<file path="src/rtl/uart_rx.sv">
// 8N1 UART receiver with 16x oversampling, start/stop validation and an acknowledge-held byte.
// The divisor for the rate select is captured at start detect, so rate changes only affect later frames.
module uart_rx #(
   parameter int unsigned CLK_FREQ = 50_000_000,
   parameter int unsigned OVS      = 16
) (
   input  logic       clk,
   input  logic       reset,
   input  logic [1:0] baud_rate,
   input  logic       rx,
   input  logic       rx_ack,
   output logic [7:0] rx_data,
   output logic       rx_valid,
   output logic       frame_err,
   output logic       overrun,
   output logic       busy
);

   localparam int unsigned Div2400  = (CLK_FREQ + 8 * 2400) / (16 * 2400);
   localparam int unsigned Div4800  = (CLK_FREQ + 8 * 4800) / (16 * 4800);
   localparam int unsigned Div9600  = (CLK_FREQ + 8 * 9600) / (16 * 9600);
   localparam int unsigned Div19200 = (CLK_FREQ + 8 * 19200) / (16 * 19200);
   localparam logic [3:0]  SampMid  = 4'(OVS / 2 - 1);
   localparam logic [3:0]  SampLast = 4'(OVS - 1);

   typedef enum logic [2:0] {StIdle, StStart, StData, StStop, StBreak} state_e;

   state_e      r_state;
   state_e      w_state_nxt;
   logic [1:0]  r_sync;
   logic [15:0] r_div;
   logic [15:0] r_tick_cnt;
   logic [3:0]  r_samp_cnt;
   logic [2:0]  r_bit_cnt;
   logic [7:0]  r_shift;
   logic [7:0]  r_data;
   logic        r_valid;
   logic        r_fe;
   logic        r_ovr;

   logic [15:0] w_div_sel;
   logic        w_rx_s;
   logic        w_tick;
   logic        w_start;
   logic        w_go_data;
   logic        w_shift_en;
   logic        w_stop_ok;
   logic        w_stop_bad;

   assign w_rx_s = r_sync[1];
   assign w_tick = (r_tick_cnt == r_div - 16'd1);

   always_comb begin
      w_div_sel = 16'(Div2400);
      unique case (baud_rate)
         2'b00: w_div_sel = 16'(Div2400);
         2'b01: w_div_sel = 16'(Div4800);
         2'b10: w_div_sel = 16'(Div9600);
         2'b11: w_div_sel = 16'(Div19200);
      endcase
   end

   always_ff @(posedge clk or posedge reset) begin
      if (reset) begin
         r_state <= StIdle;
         r_sync  <= 2'b11;
      end else begin
         r_state <= w_state_nxt;
         r_sync  <= {r_sync[0], rx};
      end
   end

   always_comb begin
      w_state_nxt = r_state;
      w_start     = 1'b0;
      w_go_data   = 1'b0;
      w_shift_en  = 1'b0;
      w_stop_ok   = 1'b0;
      w_stop_bad  = 1'b0;
      case (r_state)
         StIdle: begin
            if (!w_rx_s) begin
               w_state_nxt = StStart;
               w_start     = 1'b1;
            end
         end
         StStart: begin
            // A line that is high again at mid start bit was a glitch.
            if (w_tick && r_samp_cnt == SampMid) begin
               if (w_rx_s) begin
                  w_state_nxt = StIdle;
               end else begin
                  w_state_nxt = StData;
                  w_go_data   = 1'b1;
               end
            end
         end
         StData: begin
            if (w_tick && r_samp_cnt == SampLast) begin
               w_shift_en = 1'b1;
               if (r_bit_cnt == 3'd7) w_state_nxt = StStop;
            end
         end
         StStop: begin
            if (w_tick && r_samp_cnt == SampLast) begin
               if (w_rx_s) begin
                  w_stop_ok   = 1'b1;
                  w_state_nxt = StIdle;
               end else begin
                  w_stop_bad  = 1'b1;
                  w_state_nxt = StBreak;
               end
            end
         end
         StBreak: begin
            if (w_rx_s) w_state_nxt = StIdle;
         end
         default: w_state_nxt = StIdle;
      endcase
   end

   always_ff @(posedge clk or posedge reset) begin
      if (reset) begin
         r_div      <= 16'(Div2400);
         r_tick_cnt <= 16'd0;
         r_samp_cnt <= 4'd0;
         r_bit_cnt  <= 3'd0;
         r_shift    <= 8'd0;
      end else begin
         if (w_start) r_div <= w_div_sel;
         if (w_start || w_tick) r_tick_cnt <= 16'd0;
         else                   r_tick_cnt <= r_tick_cnt + 16'd1;
         if (w_start || w_go_data) r_samp_cnt <= 4'd0;
         else if (w_tick)          r_samp_cnt <= r_samp_cnt + 4'd1;
         if (w_start)         r_bit_cnt <= 3'd0;
         else if (w_shift_en) r_bit_cnt <= r_bit_cnt + 3'd1;
         if (w_shift_en) r_shift[r_bit_cnt] <= w_rx_s;
      end
   end

   // A delivery coinciding with rx_ack replaces the held byte instead of overrunning.
   always_ff @(posedge clk or posedge reset) begin
      if (reset) begin
         r_data  <= 8'd0;
         r_valid <= 1'b0;
         r_fe    <= 1'b0;
         r_ovr   <= 1'b0;
      end else begin
         r_fe  <= w_stop_bad;
         r_ovr <= w_stop_ok && r_valid && !rx_ack;
         if (w_stop_ok && (!r_valid || rx_ack)) begin
            r_data  <= r_shift;
            r_valid <= 1'b1;
         end else if (rx_ack) begin
            r_valid <= 1'b0;
         end
      end
   end

   assign rx_data   = r_data;
   assign rx_valid  = r_valid;
   assign frame_err = r_fe;
   assign overrun   = r_ovr;
   assign busy      = (r_state != StIdle);

endmodule

</file>
<file path="config.mk">
export PLATFORM = sky130hd
export DESIGN_NAME = uart_rx
export DESIGN_NICKNAME = d
export VERILOG_FILES = /design/src/rtl/uart_rx.sv
export SDC_FILE = /design/constraint.sdc
export NUM_CORES = 1
export LEC_CHECK = 0
export ABC_AREA = 1
export BUFFER_PORTS_ARGS = -buffer_cell sky130_fd_sc_hd__buf_2
export CAP_MARGIN = 15
export CORE_MARGIN = 1.5
export CORE_UTILIZATION = 40
export DETAILED_ROUTE_END_ITERATION = 16
export GPL_TIMING_DRIVEN = 0
export PLACE_DENSITY = 0.7
export SETUP_SLACK_MARGIN = 0.1
export SYNTH_ARGS = -nofsm -noshare
export SYNTH_HDL_FRONTEND = slang
export SYNTH_SLANG_ARGS = --single-unit
</file>
<file path="constraint.sdc">
create_clock -name clk -period 1.6 [get_ports clk]
set_clock_uncertainty 0.05 [all_clocks]
set_input_delay 0 -clock clk [delete_from_list [all_inputs] [get_ports clk]]
set_output_delay 0 -clock clk [all_outputs]
set_load 0.05 [all_outputs]
</file>
After elaboration in Yosys (flattened, before gate mapping)
Cells that the tools add are included.
{"block": "totals", "regBits": 63, "input_bits": 6, "output_inout_bits": 12, "word_cells": 83}
{"block": "op_classes", "add_sub_neg": 4, "magnitude_cmp": 2, "n_eq_ne": 17, "n_mux": 31, "reduce_logical": 18}
{"op": "16-bit case mux with 4 select lines", "count": 1}
{"op": "3-bit 2-to-1 mux", "count": 9}
{"op": "16-bit by 1-bit adder with 16-bit output (second input constant)", "count": 1}
{"op": "16-bit equality test", "count": 1}
{"op": "16-bit 2-to-1 mux", "count": 1}
{"op": "16-bit by 1-bit subtractor with 16-bit output (second input constant)", "count": 1}
{"op": "3-bit case mux with 5 select lines", "count": 1}
{"op": "1-bit 2-to-1 mux", "count": 14}
{"op": "2-bit != test (second input constant)", "count": 6}
{"op": "8-bit bitwise mux", "count": 1}
{"op": "4-bit 2-to-1 mux", "count": 2}
{"op": "3-bit by 2-bit equality test with 1-bit output (second input constant)", "count": 2}
{"op": "3-bit equality test (second input constant)", "count": 2}
{"op": "1-bit logical AND", "count": 6}
{"op": "6-bit AND reduction", "count": 1}
{"op": "2-bit nonzero test", "count": 3}
{"op": "4-bit by 1-bit adder with 4-bit output (second input constant)", "count": 1}
{"op": "2-bit equality test (second input constant)", "count": 2}
{"op": "4-bit by 3-bit equality test with 1-bit output (second input constant)", "count": 1}
{"op": "4-bit equality test (second input constant)", "count": 1}
{"op": "3-bit by 4-bit < comparator with 1-bit output (second input constant)", "count": 1}
{"op": "3-bit by 1-bit adder with 3-bit output (second input constant)", "count": 1}
{"op": "1-bit demux with 3-bit select", "count": 1}
{"op": "3-bit by 1-bit equality test with 1-bit output (second input constant)", "count": 1}
{"op": "8 further kinds", "count": 11}

Depth between registers and ports, before layout
Gate-level depths: netlist of run 1.
{"block": "depth", "depth_word": 7, "mapped_depth": 13, "depth_no_buf": 12}

Worst setup path after synthesis of run 1
Ideal clock, no wire load.
{"block": "synth_timing", "path_kind": "reg-to-reg", "from": "reg r_state[2]", "to": "reg r_tick_cnt[13]", "setup_ps": 121, "arrival_ps": 1759, "t_required_ps": 1429, "setup_slack_ps": -330, "stages_incl_launch_ff": 10, "path_buffers": 1, "path_cell_list": "dfrtp_1 nor2_1 nand2_1 nor2_2 inv_2 nand2_1 inv_1 buf_2 o21ai_0 nor2_1"}
{"block": "synth_between", "elab_chain_len": 4}
{"element": "from (decl)", "line_no": "28", "source": "state_e r_state;"}
{"element": "from (signal assigned)", "line_no": "65", "source": "r_state <= StIdle;"}
{"element": "from (signal assigned)", "line_no": "68", "source": "r_state <= w_state_nxt;"}
{"element": "3-bit logical NOT", "line_no": "80", "source": "case (r_state)"}
{"element": "1-bit 2-to-1 mux", "line_no": "80"}
{"element": "1-bit logical OR", "line_no": "131", "source": "if (w_start || w_tick) r_tick_cnt <= 16'd0;"}
{"element": "16-bit 2-to-1 mux", "line_no": "131"}
{"element": "to (signal assigned)", "line_no": "132", "source": "else r_tick_cnt <= r_tick_cnt + 16'd1;"}
{"element": "to (decl)", "line_no": "32", "source": "logic [15:0] r_tick_cnt;"}
Every way passes these cells.
A chain may end at the register's enable or synchronous reset.

Final worst setup path of run 1
{"block": "layout_timing", "from": "reg r_tick_cnt[3]", "to": "reg r_data[2] (netlist: rx_data[2])"}
{"block": "layout_between", "elab_chain_len": 5}
{"element": "16-bit equality test", "line_no": "51", "source": "assign w_tick = (r_tick_cnt == r_div - 16'd1);"}
{"element": "1-bit logical AND", "line_no": "105", "source": "if (w_tick && r_samp_cnt == SampLast) begin"}
{"element": "1-bit 2-to-1 mux", "line_no": "105"}
{"element": "1-bit 2-to-1 mux", "line_no": "80"}
{"element": "1-bit logical AND", "line_no": "151", "source": "if (w_stop_ok && (!r_valid || rx_ack)) begin"}
{"element": "to (signal assigned)", "line_no": "152", "source": "r_data <= r_shift;"}
{"element": "to (decl)", "line_no": "36", "source": "logic [7:0] r_data;"}
Every way passes these cells.

==> results of run 1 <==
-- cell type report --
type,instances,area (sq um)
Fill cell,616,2860
Multi-Input combinational cell,268,1760
Sequential cell,53,1340
Timing Repair Buffer,54,440
Inverter,56,220
Tap cell,96,120
Clock buffer,6,72.6
Buffer,5,58.8
Clock inverter,2,38.8
-- flip-flops by register name (all words and copies together) (netlist names) --
signal,count
r_div,6
r_samp_cnt,4
frame_err,1
r_shift,8
overrun,1
rx_data,8
rx_valid,1
r_bit_cnt,3
r_tick_cnt,16
r_sync,2
r_state,3
-- cell usage in the layout (no fill, tap or decap), types with 7 or more instances in the layout --
master | synthesis | routed
a21oi_1 | 16 | 11
buf_4 | 0 | 24
nand2_2 | 4 | 20
inv_2 | 7 | 14
dfrtp_2 | 0 | 7
nor2_1 | 41 | 28
nand3_2 | 0 | 12
nand3_1 | 31 | 16
nand4_1 | 10 | 10
buf_2 | 1 | 18
nand2_1 | 102 | 82
nor2_4 | 1 | 15
o21ai_2 | 8 | 15
dfrtp_1 | 49 | 42
inv_1 | 49 | 40
-- routing by layer --
layer | up-vias | wire, um
li1 | 1354 | -
met1 | 1316 | 3220
met2 | 67 | 3660
met3 | 7 | 250
met4 | 0 | 56
met5 | - | 0
-- cells by family (layout without fill, tap and decap cells) --
family | Yosys count | in the layout | share of synthesized area
buf+inv | 61 | 123 | 0.0846
xor+xnor | 4 | 4 | 0.0121
simple gates | 212 | 212 | 0.329
compound gates | 48 | 48 | 0.0979
fa+ha+maj | 4 | 4 | 0.0173
flops | 53 | 53 | 0.459
-- worst min-delay path, stage by stage --
cell	delay [ps]
dlygate4sd3_1	540
buf_2	130
inv_2	440
-- power by group --
part / switching, mW / internal, mW / leakage (nW) / total, mW
Combinational: 1.06 / 0.755 / 1.16 / 1.81
Clock: 0.458 / 0.474 / 0.0558 / 0.932
Sequential: 0.261 / 1.56 / 0.691 / 1.82
-- per-stage QoR --
stage,utilization,hold WS [ps],instance area [sq um]
floorplan,-,-45.5,2960
global placement,0.459,57.4,3170
detailed placement,0.462,56.6,3190
CTS,0.532,278,3680
global route,0.586,286,4050
finish,0.586,258,4050
-- worst paths after layout --
path	start	slack (ps)	endpoint	cells past startpoint
min reg2reg	r_sync[0]	310	r_sync[1]	0
max	r_tick_cnt[3]	-270	rx_data[2]	11
min in group clk	rx	280	r_sync[0]	2
max in group asynchronous	reset	610	r_div[4]	4
min	reset	260	rx_data[4]	3
max reg2reg	r_tick_cnt[3]	-270	rx_data[2]	11
-- timing repair --
item	in CTS	in global routing
setup buffers	16	13
gates cloned	1	1
pin swaps	15	31
hold buffers	5	0
setup endpoints to repair	48	46
gates resized for setup	52	66
endpoints found under the hold margin	34	0
==> impl_metrics.toml, run 1 <==
[synthesis]
netlist_area_sq_um = 2900
ys.flop_type = "dfrtp_1"
synth_edf_count = 0
synthesis.nets = 392
synth_top_cell_area_share = 0.423
synth_area_leaders = "dfrtp_1, nand2_1, inv_1"
avgSynthCellArea_sq_um = 7.59
synth_most_common_cell = "nand2_1"
yosysSeqAreaShare = 0.459
ys_ff_latch = 53
synth-async-reset-ratio = 1.00
synth_largest_area_cell = "dfrtp_1"
synth.distinct_cells = 33
synth_cells = 382
synth_commonest_cells = "nand2_1, dfrtp_1, inv_1, nor2_1, nand3_1"
yosys_warnings = 0

[floorplan]
fp.coreArea_sq_um = 6910
rows = 30
start_util = 0.420
num_io_pins = 18
die-area_sq_um = 7770
fp.dieH_um = 88.2
die_x_um = 88.2

[drt]
drtAntennaViolNets = 0
dr.pass1.iters = 4
avgRoutedWirePerCell_um = 13.3
wirelength_um = 7190
vias = 2744
vias_per_cell = 5.08
drtIter0Drc = 107
drc = 0

[worst_setup_path]
crit_chain = "inv_1 > nand2_1 > nand2_1 > nor2_1 > nand2_1 > nor2_2 > nand2_2 > nor2_4 > nand3_4 > buf_12 > o21ai_4"
criticalPathCategory = "flop to flop"
crit_arrival_ps = 2050
max_stage_delay_ps = 390
cp_slowest_cell = "dfrtp_1"
cp_top_family = "simple AND/OR/NAND/NOR gates"
setup.worst_path.end_class = "flop"
cp-start-kind = "flop"
critPathMaxFanout = 8
timing.critical_path.buf_inv = 2
crit_top_cell = "nand2_1"
crit_required_ps = 1780

[sta]
tns_ps = -8220
clock.fmax_mhz = 534
timing.final.crit_share = 1.17
finalMaxSlewViolations = 0
min_period_ps = 1870
postLayoutSetupSlackWorst_ps = -274
tightest_slew_ps = 610
maxSlewHeadroom = 0.593
setup_viol = 44
finalHoldViolations = 0
rsz0062_at_grt = "true"

[global_route]
grt_usage = 0.183
grt_pass1_wl_um = 11200
grt_use_met3 = 0.0330
top_usage_layer = "met2"
grt_start_max_net_pins = 30
grt_overflow = 0
globalRouteMet2Util = 0.304
grtUsageMet1 = 0.246
antenna_found_initial = 0
grt_pass1_vias = 2479

[clock_network]
clk_pin_slew_ps = 110
clock-sinks = 53
cts_tree = "done"
cts_buffers = 5
cts_buffer_depth = 2
cts_root_buf = "clkbuf_8"
clk_latency_ps = 310
htree_levels = 2

[power]
p_leak_nw = 1.91
ir_drop_mv = 1.01
power_mw = 4.56
pwr_density_cell_nw_per_um2 = 1130

[flow_run]
maxCapViolCount = 0

[place]
place_ws_ps = -319
port_buffers = 17
gp_congestion = 0.911
dp_hpwl_um = 4620
placed_cells = 496

[status]
outcome = "finished with violations"
violations = "negative setup slack"

[hold_path]
hold_path.class = "input pin to async pin"

[layout]
antenna_cells = 0
syn_to_final_growth_pct = 39.6
drive_above_1_share = 0.414
fin_cells = 540
final_nets = 453
Note: power is estimated with default switching activity, not from simulation.
==> run 2, diff against run 1 <==
- CORE_UTILIZATION: 40 -> 54
- PLACE_DENSITY: 0.7 -> 0.86
==> run 2 against run 1 <==
The run still ends with negative setup slack left. Critical endpoint is now r_bit_cnt[0]. Critical path depth is 2 higher. Sequential power hardly changed. Via count is 11% higher. Design area is 2.5% lower. Clock power is 3.0% higher. Total power is 1.7% higher.
==> impl_metrics.toml, run 2 (same netlist as run 1, synthesis figures left out) <==
[hold_path]
hold_path.class = "input pin to async pin"

[global_route]
grt_usage = 0.269
grt_overflow = 0
grt_pass1_wl_um = 12500
antenna_found_initial = 0
grt_start_max_net_pins = 45
grt_pass1_vias = 2757

[sta]
finalMaxSlewViolations = 0
tns_ps = -20460
tightest_slew_ps = 498
postLayoutSetupSlackWorst_ps = -626
finalHoldViolations = 0
clock.fmax_mhz = 449
rsz0062_at_grt = "true"
fin_hold_ws_ps = 99.1
timing.final.crit_share = 1.39
maxSlewHeadroom = 0.668
setup_viol = 45
min_period_ps = 2230

[clock_network]
cts_buffers = 5
clk_pin_slew_ps = 110
cts_root_buf = "clkbuf_8"
clk_latency_ps = 330
cts_tree = "done"
cts_buffer_depth = 2
clock-sinks = 53
htree_levels = 2

[power]
seqPwrFrac = 0.390
power_mw = 4.64
ir_drop_mv = 1.01
pwr-share-clk = 0.207
comb_power_share = 0.403
pwr_density_cell_nw_per_um2 = 1180
p_leak_nw = 1.90
p_sw_frac = 0.420
p_int_mw = 2.69
p_sw_mw = 1.95

[drt]
drtIter0Drc = 414
avgRoutedWirePerCell_um = 17.9
top_layer = "met4"
wl_met2_um = 4510
wirelength_um = 9190
drc = 0
dr.pass1.iters = 5
met1Wirelength_um = 3320
met3_wirelength_um = 761
vias = 3044
drtAntennaViolNets = 0
vias_per_cell = 5.95

[worst_setup_path]
cp-start-kind = "flop"
reg2reg_depth = 13
setup.worst_path.end_class = "flop"
regToRegSetupSlack_ps = -630
criticalPathCategory = "flop to flop"
crit_required_ps = 1770
r2r-end = "r_bit_cnt[0]"
critPathMaxFanout = 3
rr_startpoint = "r_div[8]"
crit_arrival_ps = 2390

[floorplan]
die_x_um = 76.3
num_io_pins = 18
die-area_sq_um = 5820
fp.dieH_um = 76.3
start_util = 0.564
fp.coreArea_sq_um = 5140
rows = 26

[place]
gp_congestion = 0.907
place_ws_ps = -316
port_buffers = 17
dp_hpwl_um = 4320

[layout]
antenna_cells = 0
syn_to_final_growth_pct = 36.2
regMostFlops = "r_tick_cnt"
final_nets = 451
drive_above_1_share = 0.382
final_common_cell = "nand2_1"
largest_register_ffs = 16
final_cell_mix = "nand2_1, dfrtp_1, inv_1"

[status]
outcome = "finished with violations"
violations = "negative setup slack"

[flow_run]
maxCapViolCount = 0
## run 2: cell types whose count changed in the layout (fill, tap and decap cells not counted), moves of 4 or more
cell	before	now
buf_6	4	10
nand3_1	16	22
buf_4	24	16
inv_2	14	10
nand3_2	12	7
## run 2: routing by layer
layer  global-route usage  vias to the layer above
li1                     -                     1349
met1                0.326                     1412
met2                0.475                      213
met3               0.0479                       70
met4                0.104                        0
met5                    0                        -
## run 2: repair_timing
item,4_1_cts,5_1_grt
hold buffers,5,0
pin swaps,15,6
cloned,2,1
resized for setup,46,56
hold endpoints to repair,57,0
buffers inserted,25,1
setup endpoints to repair,48,47
## run 2: metrics by stage
step                 util  cell area [sq um]  instances
finish              0.768               3950        512
global route        0.768               3950        512
CTS                 0.717               3680        510
detailed placement  0.614               3160        470
global placement    0.610               3140        469
floorplan               -               2960        382
## run 2: area by class of cell
type                            instances  area [sq um]
Sequential cell                        53          1340
Clock inverter                          3          43.8
Buffer                                  5          50.0
Tap cell                               70          87.6
Inverter                               56           218
Fill cell                             320          1190
Timing Repair Buffer                   52           464
Clock buffer                            5          68.8
Multi-Input combinational cell        268          1680
## run 2: how the worst max path moves through the flow
stage	cells after the start	end	start	slack (ps)
4_1_cts	12	rx_data[7]	r_div[4]	-240
5_1_grt	12	rx_data[0]	r_div[8]	-660
6_report	13	r_bit_cnt[0]	r_div[8]	-630
3_3_place_gp	2	r_tick_cnt[4]	reset	-360
3_5_place_dp	9	rx_data[7]	r_samp_cnt[0]	-320
2_1_floorplan	12	rx_data[0]	r_div[8]	-80
## run 2: critical path, cell delays in order (launching register included)
cell	delay, ps
dfstp_2	610
inv_4	70
nand2_2	80
nand2_1	100
nor2_1	150
nand2_1	120
nor2_2	200
nand2_2	110
nor2_4	190
buf_6	120
buf_6	100
nand2_4	60
nand3_1	100
nand2_1	70
## run 2: power groups by stage
stage                     clock, mW  sequential (mW)  combinational [mW]
after global placement            0             1.78                1.07
after CTS                     0.941             1.76                1.41
final                         0.960             1.81                1.87
after detailed placement          0             1.79                1.11
after global routing           1.01             1.83                2.00
after floorplan                   0             1.74               0.906
